`src/rtl/gera_pulso_borda.sv`:
```
// Push-button / IR line conditioner: synchroniser, debounce filter and rising-edge
// detector producing one registered single-cycle pulse per accepted press.
module gera_pulso_borda #(
  parameter int SYNC_STAGES     = 2,
  parameter int DEBOUNCE_CYCLES = 4,
  parameter bit ACTIVE_LOW      = 1'b0
) (
  input  logic clk,
  input  logic rst,
  input  logic button,
  output logic pulso
);

  localparam int CW = $clog2(DEBOUNCE_CYCLES) + 1;
  localparam logic [CW-1:0] CNT_LAST = CW'(DEBOUNCE_CYCLES - 1);

  logic                   b;
  logic                   s;
  logic [SYNC_STAGES-1:0] sync_q, sync_d;
  logic                   d_q, d_d;
  logic [CW-1:0]          cnt_q, cnt_d;
  logic                   pulso_q, pulso_d;

  // Normalise so that downstream logic always sees a press as 1.
  assign b = ACTIVE_LOW ? ~button : button;
  assign s = sync_q[SYNC_STAGES-1];

  always_comb begin
    sync_d = {sync_q[SYNC_STAGES-2:0], b};
  end

  // cnt counts consecutive clocks of disagreement; any agreement restarts it,
  // so it can never exceed DEBOUNCE_CYCLES-1 and never wraps.
  always_comb begin
    d_d     = d_q;
    cnt_d   = cnt_q;
    pulso_d = 1'b0;
    if (s == d_q) begin
      cnt_d = '0;
    end else if (cnt_q == CNT_LAST) begin
      d_d     = s;
      cnt_d   = '0;
      pulso_d = s;
    end else begin
      cnt_d = cnt_q + CW'(1);
    end
  end

  always_ff @(posedge clk or posedge rst) begin
    if (rst) begin
      sync_q  <= '0;
      d_q     <= 1'b0;
      cnt_q   <= '0;
      pulso_q <= 1'b0;
    end else begin
      sync_q  <= sync_d;
      d_q     <= d_d;
      cnt_q   <= cnt_d;
      pulso_q <= pulso_d;
    end
  end

  assign pulso = pulso_q;

endmodule

```
`config.mk`:
```
export PLATFORM = sky130hd
export DESIGN_NAME = gera_pulso_borda
export DESIGN_NICKNAME = d
export VERILOG_FILES = /design/src/rtl/gera_pulso_borda.sv
export SDC_FILE = /design/constraint.sdc
export NUM_CORES = 1
export LEC_CHECK = 0
export CORE_AREA = 2 2 39 41
export DETAILED_ROUTE_END_ITERATION = 8
export DIE_AREA = 0 0 41 43
export HOLD_SLACK_MARGIN = 0.03
export SLEW_MARGIN = 20
export SYNTH_ARGS = -nofsm -noshare
export SYNTH_HDL_FRONTEND = slang
export SYNTH_SLANG_ARGS = --single-unit
```
`constraint.sdc`:
```
create_clock -name clk -period 2 [get_ports clk]
set_input_delay 0.4 -clock clk [delete_from_list [all_inputs] [get_ports clk]]
set_output_delay 0.4 -clock clk [all_outputs]
set_load 0.02 [all_outputs]
```
# ---- Yosys cells after proc, flatten, opt, wreduce, memory -nomap -nowiden
# Index checks and enable logic that the tools add are counted.
dict set report op_classes {
  shifts 0
  reduce_logical 1
  n_eq_ne 2
  add_sub_neg 1
  order_cmp 0
  muxes 4
  n_div 0
  n_mul 0
  bitwise 1
}
# cell n
set op_table {}
lappend op_table {{3-bit two-way mux} 2}
lappend op_table {{3-bit by 1-bit adder with 3-bit output (second input constant)} 1}
lappend op_table {{3-bit by 2-bit equality test with 1-bit output (second input constant)} 1}
lappend op_table {{1-bit two-way mux} 2}
lappend op_table {{2-bit AND reduction} 1}
lappend op_table {{1-bit equality test} 1}
lappend op_table {{1-bit inverter} 1}
dict set report totals {
  latch_bits 0
  romBits 0
  regBits 7
  mem_count 0
  out_inout_bits 1
  ram_bits 0
}

# ---- Longest topological paths before layout
# Gate-level depths: netlist (run 1).
dict set report logic_depth {
  ltp_word 3
  depth_mapped 3
}

# ---- Worst setup path before layout (run 1)
# OpenSTA, ideal clock, no wires.
dict set report synth_path {
  kind {register to register}
  from {reg cnt_q[0]}
  to {reg d_q}
  setup_time_ps 125
  slack_ps 901
  t_arrival_ps 975
  path_stages_with_launch 4
  path_cell_list {dfrtp_1 > ha_1 > nor2b_4 > mux2_2}
}
dict set report synth_via {
  elab_chain_cells 2
}
# item line_no
set synth_lines {}
lappend synth_lines {{start: declaration} 21} ;# logic [CW-1:0] cnt_q, cnt_d;
lappend synth_lines {{start signal: assignment} 58} ;# cnt_q <= cnt_d;
lappend synth_lines {{3-bit by 2-bit equality test with 1-bit output} 40} ;# end else if (cnt_q == CNT_LAST) begin
lappend synth_lines {{2-bit AND reduction (no line)} -}
lappend synth_lines {{end signal: assignment} 52} ;# d_q <= 1'b0;
lappend synth_lines {{end signal: assignment} 57} ;# d_q <= d_d;
lappend synth_lines {{end: declaration} 20} ;# logic d_q, d_d;
# No other way between the ends.
# A chain may end at the register's enable or synchronous reset.

# ---- Final worst setup path (run 1)
dict set report layout_path {
  from {reg pulso_q (netlist: pulso)}
  to {out pulso}
}
# item line_no
set layout_rtl {}
lappend layout_rtl {{start: declaration} 22} ;# logic pulso_q, pulso_d;
lappend layout_rtl {{start signal: assignment} 59} ;# pulso_q <= pulso_d;
lappend layout_rtl {{end: declaration} 11} ;# output logic pulso
# No word-level cell between the ends.

==> results.py, run 1 <==
metrics = {
    "outcome": {
        "outcome": "completed",
    },
    "finish": {
        "syn_to_final_growth_pct": 29.3,
        "final_net_count": 28,
        "n_antenna_cell": 0,
        "drive_above_1_share": 0.304,
        "fillers": 146,
        "final_util": 0.243,
    },
    "drt": {
        "first_pass_iters": 1,
        "drt_iter0_markers": 0,
        "vias": 139,
        "via_per_inst": 3.56,
        "drc": 0,
        "final_antenna_net_count": 0,
        "drt-total-wl_um": 315,
        "post_drt_wl_per_cell_um": 8.08,
    },
    "synthesis": {
        "syn-cell-area_um2": 260,
        "yosysSeqAreaShare": 0.673,
        "yosysWarnings": 0,
        "synth_seq_cells": 7,
        "syn_area_per_cell_um2": 16.3,
        "synth_cell_types": 10,
        "syn_inst": 16,
        "synth_nets": 20,
    },
    "power": {
        "swShare": 0.248,
        "power.density_mw_per_mm2": 1180,
        "p_seq_frac": 0.477,
        "peakVddDrop_v": 0.000440,
        "internal-power_w": 0.000298,
        "combPwrFrac": 0.213,
        "clockPowerShare": 0.311,
        "p_sw_w": 0.0000983,
        "p_leak_nw": 0.153,
    },
    "min_path": {
        "min_path_type": "reg -> reg",
        "hold_end": "sync_q[1]",
        "holdPathStages": 0,
        "min-delay-start": "sync_q[0]",
    },
    "timing": {
        "rsz0062_at_grt": "false",
        "setup_violations": 0,
        "tns_ps": 0,
        "finalHoldViolCount": 0,
        "min_period_over_period": 0.774,
        "worst_pin_slew_ps": 295,
        "slew_violations": 0,
        "skew_ps": 3.16,
        "min_period_ps": 1550,
        "worst_slew_margin_rel": 0.802,
        "max_freq_mhz": 646,
    },
    "worst_setup_path": {
        "crit_buf_inv": 1,
        "critPathRequiredTime_ps": 1600,
        "cpLargestDelayFamily": "buffers and inverters",
        "critical_path_class": "reg -> out",
        "r2r_cells": 3,
        "critPathSlowestCell": "clkdlybuf4s50_1",
        "rr_startpoint": "cnt_q[0]",
        "path_max_fanout": 1,
        "startpoint_type": "flop",
        "arrival_ps": 1150,
        "critPathMaxStageDelay_ps": 590,
        "crit_chain": "clkdlybuf4s50_1",
        "endpoint_kind": "output port",
        "r2r_end": "d_q",
        "regToRegSetupSlack_ps": 830,
    },
    "floorplanning": {
        "fp.dieH_um": 43,
        "std_cell_rows": 14,
        "ios": 4,
        "die_area_mm2": 0.00176,
        "initial_core_util": 0.188,
        "core_mm2": 0.00138,
        "die_w_um": 41,
    },
    "clocking": {
        "post-cts-setup-buffers": 0,
        "cts_tree": "yes",
        "cts_sinks": 7,
        "clk_latency_ps": 240,
        "cts_hold_buffers": 0,
        "ctsRootBufferMaster": "clkbuf_4",
        "postCtsResizedCells": 0,
        "clkTransAtPathRegs_ps": 50,
        "cts_made_buffers": 3,
        "ctsLongestPathBuffers": 2,
        "htreeDepth": 1,
    },
    "global_route": {
        "grt_usage": 0.0579,
        "gr-total-overflow": 0,
        "grt_pass1_wl_um": 545,
        "grt_max_degree": 8,
        "grt_antenna_before_repair": 0,
        "grt_pass1_vias": 152,
    },
    "placed_design": {
        "place_congestion": 0.516,
        "port_buffers": 3,
    },
    "job": {
        "cap_violations": 0,
    },
}
-- cell usage after synthesis --
library cell / count / share of area
dfrtp_1: 7 / 0.67
and3b_2: 1 / 0.038
ha_1: 1 / 0.048
inv_1: 1 / 0.014
mux2_2: 1 / 0.043
nor2b_4: 1 / 0.053
nor3_1: 1 / 0.019
nor3b_1: 1 / 0.029
nor3b_2: 1 / 0.048
xnor2_1: 1 / 0.034
-- flip-flops by register name (all words and copies together) (netlist names) --
register / count
pulso: 1
cnt_q: 3
d_q: 1
sync_q: 2
-- kinds of logic (layout without fill, tap and decap cells) --
group	count (synthesis)	in the layout	synth area share
AND/OR/NAND/NOR	5	5	0.187
adder cells (fa/ha/maj)	1	1	0.0481
XOR/XNOR	1	1	0.0337
flip-flops	7	7	0.673
buffers and inverters	1	8	0.0144
multiplexers	1	1	0.0433
-- cells in the final DEF, fill, tap and decap left out --
master / synthesis / layout
and3b_2: 1 / 1
clkbuf_1: 0 / 1
clkbuf_4: 0 / 3
clkdlybuf4s50_1: 0 / 3
dfrtp_1: 7 / 7
ha_1: 1 / 1
inv_1: 1 / 1
mux2_2: 1 / 1
nor2b_4: 1 / 1
nor3_1: 1 / 1
nor3b_1: 1 / 1
nor3b_2: 1 / 1
xnor2_1: 1 / 1
-- through the flow --
step                hold WS (ps)  worst slack (ps)  std cells  cell area [µm²]  power, W
floorplan                    203               901         16              260  0.000255
global placement             337               710         35              310  0.000266
detailed placement           350               709         35              310  0.000278
CTS                          361               435         39              337  0.000407
global route                 368               412         39              337  0.000430
finish                       358               452         39              337  0.000396
-- final cells by class --
cell class | instances | area, µm² | area share
inverter | 1 | 3.75 | 0.0112
sequential | 7 | 175 | 0.520
multi-input combinational | 8 | 81.3 | 0.242
timing repair buffer | 3 | 30.0 | 0.0892
clock buffer | 4 | 26.3 | 0.0781
tap | 16 | 20.0 | 0.0595
-- per-layer routing --
layer	global-route usage	wire (µm)
met5	0	0
met4	0.0600	6
met3	0.0628	25
met2	0.0750	172
met1	0.0400	110
-- worst max path at each step --
stage / startpoint / endpoint / slack [ps] / cells after the start
after global placement: pulso / pulso / 710 / 1
after global routing: pulso / pulso / 410 / 1
after CTS: pulso / pulso / 430 / 1
after floorplan: cnt_q[0] / d_q / 900 / 3
after detailed placement: pulso / pulso / 710 / 1
final: pulso / pulso / 450 / 1
-- power groups by stage --
stage / Combinational (W) / Clock [W] / Sequential (W)
detailed placement: 0.0000858 / 0 / 0.000192
finish: 0.0000842 / 0.000123 / 0.000189
CTS: 0.0000867 / 0.000130 / 0.000190
floorplan: 0.0000659 / 0 / 0.000189
global route: 0.0000988 / 0.000138 / 0.000193
global placement: 0.0000776 / 0 / 0.000188
(Power assumes the default switching activity.)
==> run 2, diff against run 1 <==
==> constraint.sdc (replaced) <==
create_clock -name clk -period 1.6 [get_ports clk]
set_input_delay 0.32 -clock clk [delete_from_list [all_inputs] [get_ports clk]]
set_output_delay 0.32 -clock clk [all_outputs]
set_load 0.02 [all_outputs]
==> results of run 2 <==
The final DEF is identical to that of run 1. Status: completed.
Main changes from that run: setup slack after placement 709 ps -> 389 ps; setup slack after layout 452 ps -> 132 ps; hold slack 358 ps -> 297 ps; register-to-register setup slack 830 ps -> 430 ps; total power 0.000396 W -> 0.000495 W; worst IR drop on VDD 0.000440 V -> 0.000551 V
==> run 3, diff against run 2 <==
--- a/config.mk
+++ b/config.mk
@@ -9,6 +9,7 @@
 export DETAILED_ROUTE_END_ITERATION = 8
 export DIE_AREA = 0 0 41 43
 export HOLD_SLACK_MARGIN = 0.03
+export SKIP_LAST_GASP = 1
 export SLEW_MARGIN = 20
 export SYNTH_ARGS = -nofsm -noshare
 export SYNTH_HDL_FRONTEND = slang
==> results of run 3 <==
The final DEF is identical to that of run 1. Status: completed.
Main changes from that run: setup slack after placement 709 ps -> 389 ps; setup slack after layout 452 ps -> 132 ps; hold slack 358 ps -> 297 ps; register-to-register setup slack 830 ps -> 430 ps; total power 0.000396 W -> 0.000495 W; worst IR drop on VDD 0.000440 V -> 0.000551 V
